[config.mk]
export PLATFORM = sky130hd
export DESIGN_NAME = apb_master_arbiter
export DESIGN_NICKNAME = d
export VERILOG_FILES = /design/src/rtl/apb_arb_pkg.sv /design/src/rtl/apb_rr_arb.sv /design/src/rtl/apb_master_arbiter.sv
export SDC_FILE = /design/constraint.sdc
export NUM_CORES = 1
export LEC_CHECK = 0
export ABC_AREA = 1
export CORE_UTILIZATION = 39
export CTS_CLUSTER_DIAMETER = 60
export DETAILED_ROUTE_END_ITERATION = 7
export PLACE_DENSITY = 0.88
export SLEW_MARGIN = 20
export SYNTH_ARGS = -nofsm -noshare
export SYNTH_HDL_FRONTEND = slang
export SYNTH_HIERARCHICAL = 1
export SYNTH_SLANG_ARGS = --single-unit
export TNS_END_PERCENT = 30
[constraint.sdc]
create_clock -name clk -period 2.5 [get_ports clk]
set_clock_uncertainty 0.05 [all_clocks]
set_input_delay 0.5 -clock clk [delete_from_list [all_inputs] [get_ports clk]]
set_output_delay 0.5 -clock clk [all_outputs]
set_load 0.01 [all_outputs]
[src/rtl/apb_arb_pkg.sv]
// Shared types and helpers for the APB master arbiter.
package apb_arb_pkg;

    typedef enum logic [1:0] {
        ST_IDLE   = 2'd0,
        ST_SETUP  = 2'd1,
        ST_ACCESS = 2'd2
    } apb_arb_state_e;

    // Width of a counter able to reach t; never narrower than one bit.
    function automatic int cnt_width(input int t);
        if (t <= 0) begin
            return 1;
        end
        return $clog2(t + 1);
    endfunction

endpackage

[src/rtl/apb_rr_arb.sv]
// Round-robin arbiter: search starts at the pointer and wraps upward;
// the pointer moves to winner+1 whenever a grant is taken.
module apb_rr_arb #(
    parameter int NB_REQ = 2,
    parameter int IDX_W  = $clog2(NB_REQ)
) (
    input  logic              clk,
    input  logic              rst,
    input  logic [NB_REQ-1:0] i_req,
    input  logic              i_advance,
    output logic [NB_REQ-1:0] o_gnt,
    output logic [IDX_W-1:0]  o_idx
);

    logic [IDX_W-1:0]  r_ptr;
    logic [NB_REQ-1:0] w_gnt;
    logic [IDX_W-1:0]  w_idx;
    logic [IDX_W-1:0]  w_j;
    logic              w_found;
    int                w_sum;

    // First requester at or after the pointer wins.
    always_comb begin
        w_gnt   = '0;
        w_idx   = '0;
        w_j     = '0;
        w_found = 1'b0;
        w_sum   = 0;
        for (int k = 0; k < NB_REQ; k++) begin
            w_sum = int'(r_ptr) + k;
            if (w_sum >= NB_REQ) begin
                w_sum = w_sum - NB_REQ;
            end
            w_j = IDX_W'(w_sum);
            if (!w_found && i_req[w_j]) begin
                w_found    = 1'b1;
                w_gnt[w_j] = 1'b1;
                w_idx      = w_j;
            end
        end
    end

    // Pointer advances past the winner on each accepted grant.
    always_ff @(posedge clk) begin
        if (rst) begin
            r_ptr <= '0;
        end else if (i_advance) begin
            r_ptr <= (w_idx == IDX_W'(NB_REQ - 1)) ? '0 : w_idx + 1'b1;
        end
    end

    assign o_gnt = w_gnt;
    assign o_idx = w_idx;

endmodule

[src/rtl/apb_master_arbiter.sv]
// Shares one APB bus between NB_REQ requesters; one APB transfer per grant,
// with an optional ACCESS-phase timeout.
//
// state     | meaning
// ----------+-----------------------------------------------------------
// ST_IDLE   | bus idle; grant winner, capture its request fields
// ST_SETUP  | psel=1, penable=0 for one cycle
// ST_ACCESS | psel=1, penable=1 until pready or timeout
module apb_master_arbiter
    import apb_arb_pkg::*;
#(
    parameter int NB_REQ         = 2,
    parameter int APB_ADDR_WIDTH = 32,
    parameter int APB_DATA_WIDTH = 32,
    parameter int TIMEOUT        = 255
) (
    input  logic                               clk,
    input  logic                               rst,
    input  logic [NB_REQ-1:0]                  req_i,
    input  logic [NB_REQ*APB_ADDR_WIDTH-1:0]   addr_i,
    input  logic [NB_REQ*APB_DATA_WIDTH-1:0]   wdata_i,
    input  logic [NB_REQ-1:0]                  we_i,
    output logic [NB_REQ-1:0]                  gnt_o,
    output logic [NB_REQ-1:0]                  rvalid_o,
    output logic [APB_DATA_WIDTH-1:0]          rdata_o,
    output logic                               err_o,
    output logic [APB_ADDR_WIDTH-1:0]          paddr,
    output logic [APB_DATA_WIDTH-1:0]          pwdata,
    output logic                               pwrite,
    output logic                               psel,
    output logic                               penable,
    input  logic [APB_DATA_WIDTH-1:0]          prdata,
    input  logic                               pready,
    input  logic                               pslverr
);

    localparam int IDX_W = $clog2(NB_REQ);
    localparam int CNT_W = cnt_width(TIMEOUT);
    localparam logic [CNT_W-1:0] TO_C = CNT_W'(TIMEOUT);

    apb_arb_state_e              r_state;
    apb_arb_state_e              w_state_nxt;
    logic [APB_ADDR_WIDTH-1:0]   r_paddr;
    logic [APB_DATA_WIDTH-1:0]   r_pwdata;
    logic                        r_pwrite;
    logic [IDX_W-1:0]            r_owner;
    logic [CNT_W-1:0]            r_cnt;
    logic [NB_REQ-1:0]           r_rvalid;
    logic [APB_DATA_WIDTH-1:0]   r_rdata;
    logic                        r_err;

    logic [NB_REQ-1:0]           w_arb_req;
    logic                        w_advance;
    logic [NB_REQ-1:0]           w_gnt;
    logic [IDX_W-1:0]            w_idx;
    logic                        w_psel;
    logic                        w_penable;
    logic                        w_to_hit;
    logic [NB_REQ-1:0]           w_owner_oh;

    // Requests only compete while the bus is idle, so the owner's own
    // req_i has no effect until its transfer has completed.
    apb_rr_arb #(
        .NB_REQ (NB_REQ),
        .IDX_W  (IDX_W)
    ) u_rr_arb (
        .clk       (clk),
        .rst       (rst),
        .i_req     (w_arb_req),
        .i_advance (w_advance),
        .o_gnt     (w_gnt),
        .o_idx     (w_idx)
    );

    assign w_to_hit   = (TIMEOUT != 0) && (r_cnt == TO_C);
    assign w_owner_oh = NB_REQ'(1) << r_owner;

    // State register.
    always_ff @(posedge clk) begin
        if (rst) begin
            r_state <= ST_IDLE;
        end else begin
            r_state <= w_state_nxt;
        end
    end

    // Next-state and APB control decode; pready beats the timeout.
    always_comb begin
        w_state_nxt = r_state;
        w_psel      = 1'b0;
        w_penable   = 1'b0;
        w_arb_req   = '0;
        w_advance   = 1'b0;
        case (r_state)
            ST_IDLE: begin
                w_arb_req = req_i;
                w_advance = |req_i;
                if (|req_i) begin
                    w_state_nxt = ST_SETUP;
                end
            end
            ST_SETUP: begin
                w_psel      = 1'b1;
                w_state_nxt = ST_ACCESS;
            end
            ST_ACCESS: begin
                w_psel    = 1'b1;
                w_penable = 1'b1;
                if (pready || w_to_hit) begin
                    w_state_nxt = ST_IDLE;
                end
            end
            default: begin
                w_state_nxt = ST_IDLE;
            end
        endcase
    end

    // Request capture, wait counter and completion pulse.
    always_ff @(posedge clk) begin
        if (rst) begin
            r_paddr  <= '0;
            r_pwdata <= '0;
            r_pwrite <= 1'b0;
            r_owner  <= '0;
            r_cnt    <= '0;
            r_rvalid <= '0;
            r_rdata  <= '0;
            r_err    <= 1'b0;
        end else begin
            r_rvalid <= '0;
            case (r_state)
                ST_IDLE: begin
                    if (w_advance) begin
                        r_paddr  <= addr_i[int'(w_idx)*APB_ADDR_WIDTH +: APB_ADDR_WIDTH];
                        r_pwdata <= wdata_i[int'(w_idx)*APB_DATA_WIDTH +: APB_DATA_WIDTH];
                        r_pwrite <= we_i[w_idx];
                        r_owner  <= w_idx;
                        r_cnt    <= '0;
                    end
                end
                ST_ACCESS: begin
                    if (pready) begin
                        r_rvalid <= w_owner_oh;
                        r_rdata  <= r_pwrite ? '0 : prdata;
                        r_err    <= pslverr;
                    end else if (w_to_hit) begin
                        r_rvalid <= w_owner_oh;
                        r_rdata  <= '0;
                        r_err    <= 1'b1;
                    end else if ((TIMEOUT != 0) && (r_cnt != TO_C)) begin
                        r_cnt <= r_cnt + 1'b1;
                    end
                end
                default: begin
                end
            endcase
        end
    end

    assign gnt_o    = w_gnt;
    assign rvalid_o = r_rvalid;
    assign rdata_o  = r_rdata;
    assign err_o    = r_err;
    assign paddr    = r_paddr;
    assign pwdata   = r_pwdata;
    assign pwrite   = r_pwrite;
    assign psel     = w_psel;
    assign penable  = w_penable;

endmodule

==> results.json <==
{
  "crit_family": "buffers and inverters",
  "diodes": 0,
  "ant_nets": 0,
  "fin_util": 0.675,
  "die_h_um": 115,
  "synth_compound_area_frac": 0.255,
  "synth_edf_count": 0,
  "cp_max_fo": 7,
  "holdCritPathClass": "reg -> reg",
  "detail_route.vias_per_cell": 4.81,
  "vias": 5366,
  "worst_pin_slew_ps": 603,
  "grt_overflow": 0,
  "hold_viol_final": 0,
  "initial_utilization": 0.406,
  "synthAdderAreaFrac": 0.0101,
  "synthXorXnorAreaFrac": 0.00177,
  "synth_cells": 689,
  "drtIter0Drc": 282,
  "drc": 0,
  "cp.required_ps": 1950,
  "cp_num_buf_inv": 2,
  "dieArea_sq_um": 13100,
  "path_clk_slew_ps": 70,
  "cts.root.buffer_cell": "clkbuf_16",
  "synth_ff_type": "dfxtp_1",
  "boundaryPins": 272,
  "synth_area_per_cell_sq_um": 7.17,
  "yosysMostFrequentCell": "a21oi_1",
  "fin_nets": 1115,
  "yosys.area.top_type": "dfxtp_1",
  "worstPathArrival_ps": 1810,
  "post-route-min-period_ps": 2360,
  "antenna_found_initial": 0,
  "core-area_sq_um": 12200,
  "yosysWarnings": 6,
  "ys_types": 27,
  "muxShareOfSynthArea": 0,
  "cts_max_level": 3,
  "synth_area_sq_um": 4940,
  "critPathMaxStageDelay_ps": 620,
  "synth_nets": 861,
  "cts_max_path_buffers": 2,
  "synth.yosys.seq_area_share": 0.454,
  "synthArstFlopShare": 0,
  "track_usage": 0.235,
  "clock_latency_ps": 350,
  "max_freq_mhz": 424,
  "power_leakage_nw": 3.35,
  "synth-simple-area-share": 0.162,
  "die_x_um": 115,
  "holdBufCountCts": 0,
  "grt_pass1_wl_mm": 24.1,
  "start_kind": "flip-flop",
  "grt_pass1_vias": 5091,
  "wl_per_cell_um": 13.7,
  "drv_slew": 0,
  "path_class": "reg -> out",
  "clock-sinks": 112,
  "fin_crit_sh": 0.943,
  "dr.pass1.iters": 4,
  "cts_inserted_buffers": 9,
  "cap_violations": 0,
  "synth_area_leaders": "dfxtp_1 45%, a21oi_1 17%, nand2_1 7.1%",
  "synth_top_family_by_area": "compound AO/OA/AOI/OAI gates",
  "ir_worst_vdd_uv": 454,
  "dp_hpwl_mm": 11.2,
  "fin_tns_setup_ps": 0,
  "ys_seq_elements": 112,
  "rsz0062_at_grt": "no",
  "maxSlewHeadroom": 0.597,
  "port_buffers": 271,
  "cp_slowest_cell": "clkdlybuf4s50_1",
  "grt_max_degree": 47,
  "cp-end-kind": "output pin",
  "drive_gt1_frac": 0.0591,
  "finalWirelength_mm": 15.2,
  "path_cells": "inv_1 -> ha_1 -> clkdlybuf4s50_1",
  "powerDensity_nw_per_um2": 617,
  "row_count": 40,
  "gp_congestion": 0.780,
  "synth_common_cells": "163 x a21oi_1, 112 x dfxtp_1, 93 x nand2_1",
  "syn_to_final_growth_pct": 66.3,
  "status": "completed",
  "cts_tree": "done",
  "finalSetupViolCount": 0,
  "synth_top_area_share": 0.454
}
cell usage in the layout (no fill, tap or decap), types with 3 or more instances in the layout:
| cell type | synthesis | routed |
|---|---|---|
| o21ai_0 | 65 | 65 |
| a21oi_1 | 163 | 163 |
| buf_12 | 0 | 10 |
| clkdlybuf4s50_1 | 0 | 269 |
| dfxtp_1 | 112 | 112 |
| nand2_1 | 93 | 93 |
| ha_1 | 4 | 3 |
| inv_1 | 85 | 84 |
| nor2_1 | 74 | 74 |
| o21ai_1 | 6 | 6 |
| nand2_2 | 8 | 7 |
| buf_4 | 4 | 8 |
| a21oi_2 | 4 | 4 |
| clkbuf_16 | 0 | 9 |
| nand3_1 | 14 | 14 |
timing repair:
action                                  4_1_cts  5_1_grt
endpoints found under the setup margin        2        0
buffers inserted                              0        0
resized for setup                             4        0
flip-flops by register name (all words and copies together), names as in the netlist, named ones only:
signal    cells
err_o         1
r_owner       1
r_state       2
rdata_o      32
pwrite        1
pwdata       32
rvalid_o      2
paddr        32
r_cnt         8
stage by stage:
| stage | power [mW] | worst slack [ps] | hold slack, ps | cell area, sq um | instances |
|---|---|---|---|---|---|
| after floorplan | 2.75 | 549 | 341 | 4940 | 689 |
| after global placement | 3.54 | -13.7 | 350 | 7890 | 1100 |
| after detailed placement | 3.58 | -50.8 | 353 | 7890 | 1100 |
| after CTS | 5.12 | 135 | 365 | 8210 | 1116 |
| after global routing | 5.33 | 43.4 | 391 | 8210 | 1116 |
| final | 5.07 | 142 | 364 | 8210 | 1116 |
cell type report:
| cell class | count | area [sq um] |
|---|---|---|
| fillers | 1006 | 3950 |
| clock buffers | 11 | 253 |
| flip-flops and latches | 112 | 2240 |
| repair buffers | 289 | 2970 |
| well taps | 168 | 210 |
| inverters | 86 | 323 |
| clock inverters | 5 | 62.6 |
| multi-input cells | 445 | 2150 |
final timing paths:
path | start | to | slack, ps | cells past startpoint
setup / recovery | r_state[0] | penable | 140 | 3
hold / removal | r_owner | rvalid_o[0] | 360 | 1
setup reg to reg | r_state[0] | paddr[16] | 450 | 11
hold reg to reg | r_owner | rvalid_o[0] | 360 | 1
where the power goes:
part	switching, mW	internal (mW)
Clock	0.681	0.838
Sequential	0.0938	1.97
Combinational	0.683	0.804
Total	1.46	3.61
kinds of logic (layout without fill, tap and decap cells):
logic type,Yosys count,after routing
XOR/XNOR,1,1
AO/OA/AOI/OAI,244,244
AND/OR/NAND/NOR,196,196
buffers and inverters,132,391
flip-flops,112,112
adder cells (fa/ha/maj),4,4
metal layers:
metal	GRT usage	vias to the layer above	share of wire
met1	0.243	2385	0.39
met3	0.0895	33	0.085
met2	0.432	211	0.50
met5	0	-	0
met4	0.0814	0	0.025
li1	-	2737	-
worst register-to-register path: stages (launching register included):
cell	delay, ps
dfxtp_1	380
inv_1	100
ha_4	200
nand2_2	90
inv_1	70
buf_4	150
a21boi_4	170
buf_12	200
buf_12	200
nor2_1	80
a21oi_1	170
a21oi_1	90
(Power assumes the default switching activity.)
